===== src/rtl/pipeline_sequencer.sv =====
`default_nettype none
// ============================================================================
// Module   : pipeline_sequencer
// Purpose  : Stall/freeze/flush controller for the 5-stage pipeline, with
//            SRAM wait sequencing and saturating performance counters.
// Revision : 1.0 - initial release
// ============================================================================
module pipeline_sequencer #(
    parameter int MEM_TIMEOUT = 31,
    parameter int CNT_WIDTH   = 16
) (
    input  logic                 clk,
    input  logic                 rst,
    input  logic                 forward_en,
    input  logic [3:0]           ID_src_1,
    input  logic [3:0]           ID_src_2,
    input  logic                 ID_two_src,
    input  logic [3:0]           EXE_dest,
    input  logic                 EXE_wb_en,
    input  logic                 EXE_mem_r_en,
    input  logic [3:0]           MEM_dest,
    input  logic                 MEM_wb_en,
    input  logic                 mem_req,
    input  logic                 sram_ready,
    input  logic                 branch_taken,
    output logic                 hazard,
    output logic                 freeze_all,
    output logic                 flush,
    output logic                 mem_error,
    output logic [CNT_WIDTH-1:0] stall_cnt,
    output logic [CNT_WIDTH-1:0] freeze_cnt,
    output logic [CNT_WIDTH-1:0] flush_cnt
);

    localparam int c_WAIT_W = (MEM_TIMEOUT < 1) ? 1 : $clog2(MEM_TIMEOUT + 1);
    localparam logic [c_WAIT_W-1:0] c_TIMEOUT = c_WAIT_W'(MEM_TIMEOUT);
    localparam logic [c_WAIT_W-1:0] c_WAIT_ONE = c_WAIT_W'(1);

    typedef enum logic [1:0] {
        ST_RUN      = 2'd0,
        ST_MEM_WAIT = 2'd1,
        ST_ERR      = 2'd2
    } state_t;

    state_t              r_state;
    state_t              w_state_nxt;
    logic [c_WAIT_W-1:0] r_wait_cnt;
    logic [c_WAIT_W-1:0] w_wait_cnt_nxt;

    logic w_m1, w_m2, w_n1, w_n2, w_raw;
    logic w_freeze;

    logic [CNT_WIDTH-1:0] r_stall_cnt;
    logic [CNT_WIDTH-1:0] r_freeze_cnt;
    logic [CNT_WIDTH-1:0] r_flush_cnt;

    assign w_m1 = EXE_wb_en & (ID_src_1 == EXE_dest);
    assign w_m2 = ID_two_src & EXE_wb_en & (ID_src_2 == EXE_dest);
    assign w_n1 = MEM_wb_en & (ID_src_1 == MEM_dest);
    assign w_n2 = ID_two_src & MEM_wb_en & (ID_src_2 == MEM_dest);

    // With forwarding only a load in EXE cannot be bypassed in time.
    assign w_raw = forward_en ? (EXE_mem_r_en & (w_m1 | w_m2))
                              : (w_m1 | w_m2 | w_n1 | w_n2);

    always_ff @(posedge clk or negedge rst) begin
        if (!rst) begin
            r_state    <= ST_RUN;
            r_wait_cnt <= '0;
        end else begin
            r_state    <= w_state_nxt;
            r_wait_cnt <= w_wait_cnt_nxt;
        end
    end

    always_comb begin
        w_state_nxt    = r_state;
        w_wait_cnt_nxt = r_wait_cnt;
        w_freeze       = 1'b0;
        case (r_state)
            ST_RUN: begin
                w_freeze = mem_req & ~sram_ready;
                if (mem_req && !sram_ready) begin
                    w_state_nxt    = ST_MEM_WAIT;
                    w_wait_cnt_nxt = c_WAIT_ONE;
                end
            end
            ST_MEM_WAIT: begin
                // mem_req is deliberately ignored here; only ready or timeout exits.
                w_freeze = ~sram_ready;
                if (sram_ready) begin
                    w_state_nxt    = ST_RUN;
                    w_wait_cnt_nxt = '0;
                end else if (r_wait_cnt == c_TIMEOUT) begin
                    w_state_nxt = ST_ERR;
                end else begin
                    w_wait_cnt_nxt = r_wait_cnt + c_WAIT_ONE;
                end
            end
            ST_ERR: begin
                w_freeze = 1'b1;
            end
            default: begin
                w_state_nxt    = ST_RUN;
                w_wait_cnt_nxt = '0;
            end
        endcase
    end

    // A taken branch waits in EXE while frozen, so its flush lands on the first free cycle.
    assign freeze_all = w_freeze;
    assign flush      = branch_taken & ~w_freeze;
    assign hazard     = w_raw & ~branch_taken & ~w_freeze;
    assign mem_error  = (r_state == ST_ERR);

    always_ff @(posedge clk or negedge rst) begin
        if (!rst) begin
            r_stall_cnt  <= '0;
            r_freeze_cnt <= '0;
            r_flush_cnt  <= '0;
        end else begin
            if (hazard && (r_stall_cnt != '1))
                r_stall_cnt <= r_stall_cnt + 1'b1;
            if (freeze_all && (r_freeze_cnt != '1))
                r_freeze_cnt <= r_freeze_cnt + 1'b1;
            if (flush && (r_flush_cnt != '1))
                r_flush_cnt <= r_flush_cnt + 1'b1;
        end
    end

    assign stall_cnt  = r_stall_cnt;
    assign freeze_cnt = r_freeze_cnt;
    assign flush_cnt  = r_flush_cnt;

endmodule
`default_nettype wire


===== config.mk =====
export PLATFORM = sky130hd
export DESIGN_NAME = pipeline_sequencer
export DESIGN_NICKNAME = d
export VERILOG_FILES = /design/src/rtl/pipeline_sequencer.sv
export SDC_FILE = /design/constraint.sdc
export NUM_CORES = 1
export LEC_CHECK = 0
export ABC_AREA = 1
export BUFFER_PORTS_ARGS = -buffer_cell sky130_fd_sc_hd__buf_4
export CAP_MARGIN = 15
export CORE_AREA = 2 2 66 115
export CTS_BUF_LIST = sky130_fd_sc_hd__clkbuf_8
export DETAILED_ROUTE_END_ITERATION = 10
export DIE_AREA = 0 0 68 117
export GPL_TIMING_DRIVEN = 0
export PLACE_DENSITY = 0.8
export SLEW_MARGIN = 15
export SYNTH_ARGS = -nofsm -noshare
export SYNTH_HDL_FRONTEND = slang
export SYNTH_SLANG_ARGS = --single-unit

===== constraint.sdc =====
create_clock -name clk -period 1.81 [get_ports clk]
set_input_delay 0.0905 -clock clk [delete_from_list [all_inputs] [get_ports clk]]
set_output_delay 0.0905 -clock clk [all_outputs]
set_load 0.05 [all_outputs]

==> out/metrics.yaml, run 1 <==
status: "complete, no violations"
ys.flop_type: "dfrtp_1"
critPathLaunchType: "flop"
wl_per_cell_um: 12.6
grt_max_degree: 56
grt_usage: 0.209
avgViaCountPerCell: 5.08
synth_fa_ha_area_frac: 0.0182
core_region_area_sq_mm: 0.00708
synth_fp_nets: 469
period_share: 0.909
numCtsBuffers: 5
critical_path_arrival_ns: 1.85
firstDrtPassIters: 4
dieArea_sq_mm: 0.00796
antenna_found_initial: 0
place.detailed.hpwl_um: 5950
drive_above_1_share: 0.244
grt_pass1_wl_um: 12800
period_minus_slack_ns: 1.65
ant_nets: 0
cts.sinks: 55
drc_errors: 0
setup_viol: 0
cts_setup_buffers: 0
yosysTopAreaCellShare: 0.401
clock.fmax_ghz: 0.608
die_w_um: 68
clockRootBuffer: "clkbuf_8"
final_util: 0.603
rows: 41
overflow: 0
avgSynthCellArea_sq_um: 7.84
worst_pin_slew_ns: 0.692
initial_core_util: 0.485
yosysWarningCount: 0
cp.required_ns: 2.01
num-nets-final: 554
synth_mux_area_frac: 0.00328
total_leakage_power_nw: 2.23
numPortBuffers: 77
diodes: 0
synth_edf_count: 0
ir_drop_mv: 0.869
path_class: "flop to flop"
clk_path_buf_depth: 2
drt-total-wl_um: 7670
powerDensity_mw_per_mm2: 941
r2r_start: "r_wait_cnt[0]"
clkSlewWorstSetupHoldPaths_ns: 0.10
final-instance-count-excl-fill: 610
crit_start: "r_wait_cnt[0]"
io_pins: 78
synthTopCellsByArea: "dfrtp_1 (40%), nand2_1 (13%), xor2_1 (7.9%), nor2_1 (5.2%), inv_1 (5.0%)"
syn_area_sq_mm: 0.00344
slew_headroom: 0.538
max-cap-violations: 0
hp-class: "primary input to flop"
synth-seq-cells: 55
synth_cell_type_count: 30
gp_congestion: 0.827
hold_viol_final: 0
synth_xor_xnor_area_share: 0.120
end_kind: "flop"
hold_start: "mem_req"
tritoncts: "built"
fin_tns_setup_ns: 0
ys_seq_area_frac: 0.401
async_flop_share: 1.00
synth_cells: 438
rsz0062_at_grt: "false"
synth-simple-area-share: 0.369
vias: 3096
yosys.area.top_type: "dfrtp_1"
area_delta_synth_final_pct: 24.1
die_h_um: 117
htree_num_levels: 2
crit_fanout: 5
synth_compound_area_frac: 0.0182
grt_pass1_vias: 2948
finalClockSkew_ns: 0.0197
synth_top_family_by_area: "simple AND/OR/NAND/NOR gates"
drt_iter0_markers: 174
finalMaxSlewViolations: 0
clk_latency_ns: 0.32
place_inst: 601
[logic make-up (layout without fill, tap and decap cells)]
kind of cell / after synthesis / count (layout)
AND/OR/NAND/NOR: 264 / 264
buffers and inverters: 56 / 142
flip-flops: 55 / 55
XOR/XNOR: 47 / 47
AO/OA/AOI/OAI: 10 / 10
adder cells (fa/ha/maj): 5 / 5
multiplexers: 1 / 1
[worst max-delay path, stage by stage, from the launching register on]
cell and delay (ns):
dfrtp_1 0.42, ha_1 0.22, inv_1 0.09, nor3_2 0.05, ha_1 0.18, nand2_1 0.09
nand3_2 0.12, nor2_1 0.14, xor2_1 0.16, nor2_1 0.06
[layout make-up]
| cell class | count | area, sq um |
|---|---|---|
| plain buffers | 5 | 51.3 |
| clock buffers | 5 | 68.8 |
| clock inverters | 3 | 42.5 |
| fillers | 657 | 2810 |
| inverters | 51 | 194 |
| multi-input cells | 327 | 1830 |
| flip-flops and latches | 55 | 1380 |
| well taps | 86 | 108 |
| repair buffers | 78 | 588 |
[power breakdown]
group | total [mW] | leakage, nW | switching, mW | internal [mW]
clock | 0.837 | 0.0599 | 0.423 | 0.413
sequential | 1.66 | 0.719 | 0.235 | 1.43
combinational | 1.52 | 1.45 | 1.03 | 0.483
total | 4.02 | 2.23 | 1.69 | 2.32
[cells in the mapped netlist, types with 5 or more instances]
cell type,n
inv_1,46
o21ai_0,7
nand2_1,122
nand3_1,31
nor3_1,14
nor2_1,48
xor2_1,31
nand4_1,19
xnor2_1,16
ha_1,5
nand2_2,13
dfrtp_1,55
[path summary, 6_finish.rpt]
path	to	slack, ns	cells past startpoint
max	r_wait_cnt[2]	0.16	9
min	r_state[0]	0.08	3
max reg2reg	r_wait_cnt[2]	0.16	9
min reg2reg	flush_cnt[0]	0.51	1
max in group asynchronous	stall_cnt[1]	0.94	2
min in group asynchronous	freeze_cnt[5]	0.34	2
[state kept, by name, summed over array words and instances, names as in the netlist]
name / flops
r_state: 2
flush_cnt: 16
r_wait_cnt: 5
stall_cnt: 16
freeze_cnt: 16
[stage by stage]
stage               worst slack (ns)  total power [mW]  hold WS (ns)  area, sq um
global placement               0.176              3.16         0.180         4130
global route                 0.00464              4.23        0.0818         4270
finish                         0.165              4.02        0.0804         4270
CTS                           0.0439              4.06        0.0622         4250
floorplan                     0.0222              2.70        -0.205         3440
detailed placement            0.0994              3.20         0.186         4130
[layout by cell type (no fill, tap or decap)]
cell type,instances
dlygate4sd3_1,1
nand3b_1,3
xnor2_1,16
buf_6,1
nand3_1,30
buf_2,1
dfrtp_2,4
mux2_2,1
nor3_1,13
nand4_1,19
nor2_8,2
o21ai_0,7
nor3_2,3
nand4_4,1
ha_1,5
nand3_2,1
nor4_1,1
inv_1,47
nor2_2,3
buf_12,1
inv_6,1
nand2_2,12
clkbuf_8,5
a21boi_0,1
nand3_4,2
nor2_1,47
nand2_1,122
nand2_4,2
inv_2,4
inv_4,1
xor2_1,31
bufinv_16,1
a32o_1,2
nor2_4,3
dfrtp_1,51
buf_4,79
[timing repair]
action                                  4_1_cts  5_1_grt
hold buffers                                  1        0
resized for setup                             0        3
hold endpoints to repair                     55        0
endpoints found under the setup margin        0        4
[routing by layer]
metal  vias up  track usage  routed length (um)
met5         -            0                   0
met4         0       0.0760                 127
met3         9       0.0421                 300
met2        58        0.384                4350
met1      1473        0.229                2890
li1       1556            -                   -
Note: power is estimated with default switching activity, not from simulation.
==> run 2: changes to the inputs <==
CELL_PAD_IN_SITES_DETAIL_PLACEMENT = 1   (was unset)
CELL_PAD_IN_SITES_GLOBAL_PLACEMENT = 1   (was unset)
CORE_AREA = 2 2 73 127   (was 2 2 66 115)
CTS_CLUSTER_DIAMETER = 100   (was unset)
DIE_AREA = 0 0 75 129   (was 0 0 68 117)
PLACE_DENSITY = 0.87   (was 0.8)
==> out/metrics.yaml, run 2 (synthesis gave the netlist of run 1 again) <==
worst_pin_slew_ns: 0.723  # +0.0302 ns
avgViaCountPerCell: 4.95  # -2.4%
finalMaxSlewViolations: 0  # unchanged
io_pins: 78  # unchanged
wl_per_cell_um: 14.3  # +14%
layout_commonest_cell: "nand2_1"
cp.required_ns: 2.02  # about the same
htree_num_levels: 2  # unchanged
area_delta_synth_final_pct: 24.8
grt_pass1_vias: 3421  # +16%
ant_nets: 0  # unchanged
grt_pass1_wl_um: 15200  # +19%
num-nets-final: 554  # unchanged
status: "complete, no violations"
final-instance-count-excl-fill: 641  # +5.1%
drive_above_1_share: 0.248  # +0.00382
clockRootBuffer: "clkbuf_8"
clk_path_buf_depth: 2  # unchanged
firstDrtPassIters: 4  # unchanged
fin_tns_setup_ns: 0  # unchanged
initial_core_util: 0.399  # -0.0865
setup_viol: 0  # unchanged
mostFrequentLayoutCells: "nand2_1 (122), buf_4 (79), dfrtp_1 (51), nor2_1 (47), inv_1 (46)"
period_minus_slack_ns: 1.68  # +0.0365 ns
rows: 45  # +9.8%
max-cap-violations: 0  # unchanged
numCtsBuffers: 5  # unchanged
total_leakage_power_nw: 2.21  # -0.72%
grt_usage: 0.200  # -0.00813
finalClockSkew_ns: 0.0206  # +0.000840 ns
period_share: 0.929  # +0.0202
critPathLaunchType: "flop"
gp_congestion: 0.818  # -1.2%
overflow: 0  # unchanged
place_inst: 632  # +5.2%
drc_errors: 0  # unchanged
core_region_area_sq_mm: 0.00861  # +22%
place.detailed.hpwl_um: 7250  # +22%
end_kind: "flop"
hp-class: "primary input to flop"
drt_iter0_markers: 88  # -49%
die_h_um: 129  # +10%
drt-total-wl_um: 9160  # +19%
dieArea_sq_mm: 0.00968  # +22%
grt_max_degree: 56  # unchanged
crit_fanout: 10  # +5
critical_path_arrival_ns: 1.89  # +0.04 ns
die_w_um: 75  # +10%
numPortBuffers: 77  # unchanged
ir_drop_mv: 0.676  # -22%
slew_headroom: 0.518  # -0.0202
vias: 3174  # +2.5%
hold_viol_final: 0  # unchanged
clock.fmax_ghz: 0.595  # -2.2%
tritoncts: "built"
cts.sinks: 55  # unchanged
clkSlewWorstSetupHoldPaths_ns: 0.11  # about the same
rsz0062_at_grt: "false"
diodes: 0  # unchanged
antenna_found_initial: 0  # unchanged
clk_latency_ns: 0.32  # about the same
path_class: "flop to flop"
powerDensity_mw_per_mm2: 916  # -2.7%
==> run 2: cell count changes in the layout (fill, tap and decap cells not counted), sizes merged <==
| cell | change |
|---|---|
| bufinv | -1 |
| clkinv | +1 |
| clkinvlp | +1 |
| inv | -1 |
==> run 2: worst max-delay path, stage by stage (launching register included) <==
cell     delay, ns
dfrtp_1       0.44
nor2_1        0.15
nand2_1       0.11
nand2_2       0.10
inv_4         0.08
nor2_4        0.23
nand3_4       0.16
buf_12        0.18
nand2_2       0.05
nand2_1       0.05
==> run 2: path summary, 6_finish.rpt <==
| check | start | to | slack [ns] | cells past startpoint |
|---|---|---|---|---|
| worst max register to register | r_state[0] | stall_cnt[5] | 0.13 | 9 |
| worst min-delay path | mem_req | r_state[0] | 0.08 | 3 |
| worst max-delay path | r_state[0] | stall_cnt[5] | 0.13 | 9 |
| min in group asynchronous | rst | freeze_cnt[0] | 0.37 | 2 |
| worst min register to register | flush_cnt[14] | flush_cnt[14] | 0.50 | 1 |
| max in group asynchronous | rst | stall_cnt[0] | 0.90 | 2 |
==> run 2: metrics by stage <==
step	setup WS [ns]	utilization	instance area, sq um	power [mW]	hold slack (ns)
after global routing	0.0000311	0.498	4290	4.14	0.109
after detailed placement	0.0768	0.484	4170	3.23	0.199
after global placement	0.140	0.484	4170	3.18	0.191
after CTS	0.0425	0.496	4270	3.97	0.0806
after floorplan	0.0222	-	3440	2.70	-0.205
final	0.128	0.498	4290	3.93	0.0825
==> run 2: final cells by class <==
| class | count | area, sq um |
|---|---|---|
| clock buffer | 5 | 68.8 |
| inverter | 51 | 194 |
| fill | 1103 | 4330 |
| sequential | 55 | 1380 |
| buffer | 5 | 51.3 |
| clock inverter | 3 | 23.8 |
| timing repair buffer | 78 | 588 |
| tap | 117 | 146 |
| multi-input combinational | 327 | 1830 |
==> run 2: power by group <==
part / switching (mW) / internal (mW)
clock: 0.454 / 0.281
combinational: 1.04 / 0.484
sequential: 0.239 / 1.43
total: 1.74 / 2.19
==> run 2: routing by layer <==
| layer | track usage | share of wire | wire (um) |
|---|---|---|---|
| met5 | 0 | 0 | 0 |
| met4 | 0.0578 | 0.017 | 152 |
| met3 | 0.0282 | 0.029 | 262 |
| met2 | 0.394 | 0.59 | 5420 |
| met1 | 0.209 | 0.36 | 3320 |
==> run 2: what timing repair did <==
action,4_1_cts,5_1_grt
hold endpoints to repair,55,0
setup endpoints to repair,0,13
resized for setup,0,4
buffers inserted,0,0
hold buffers,1,0
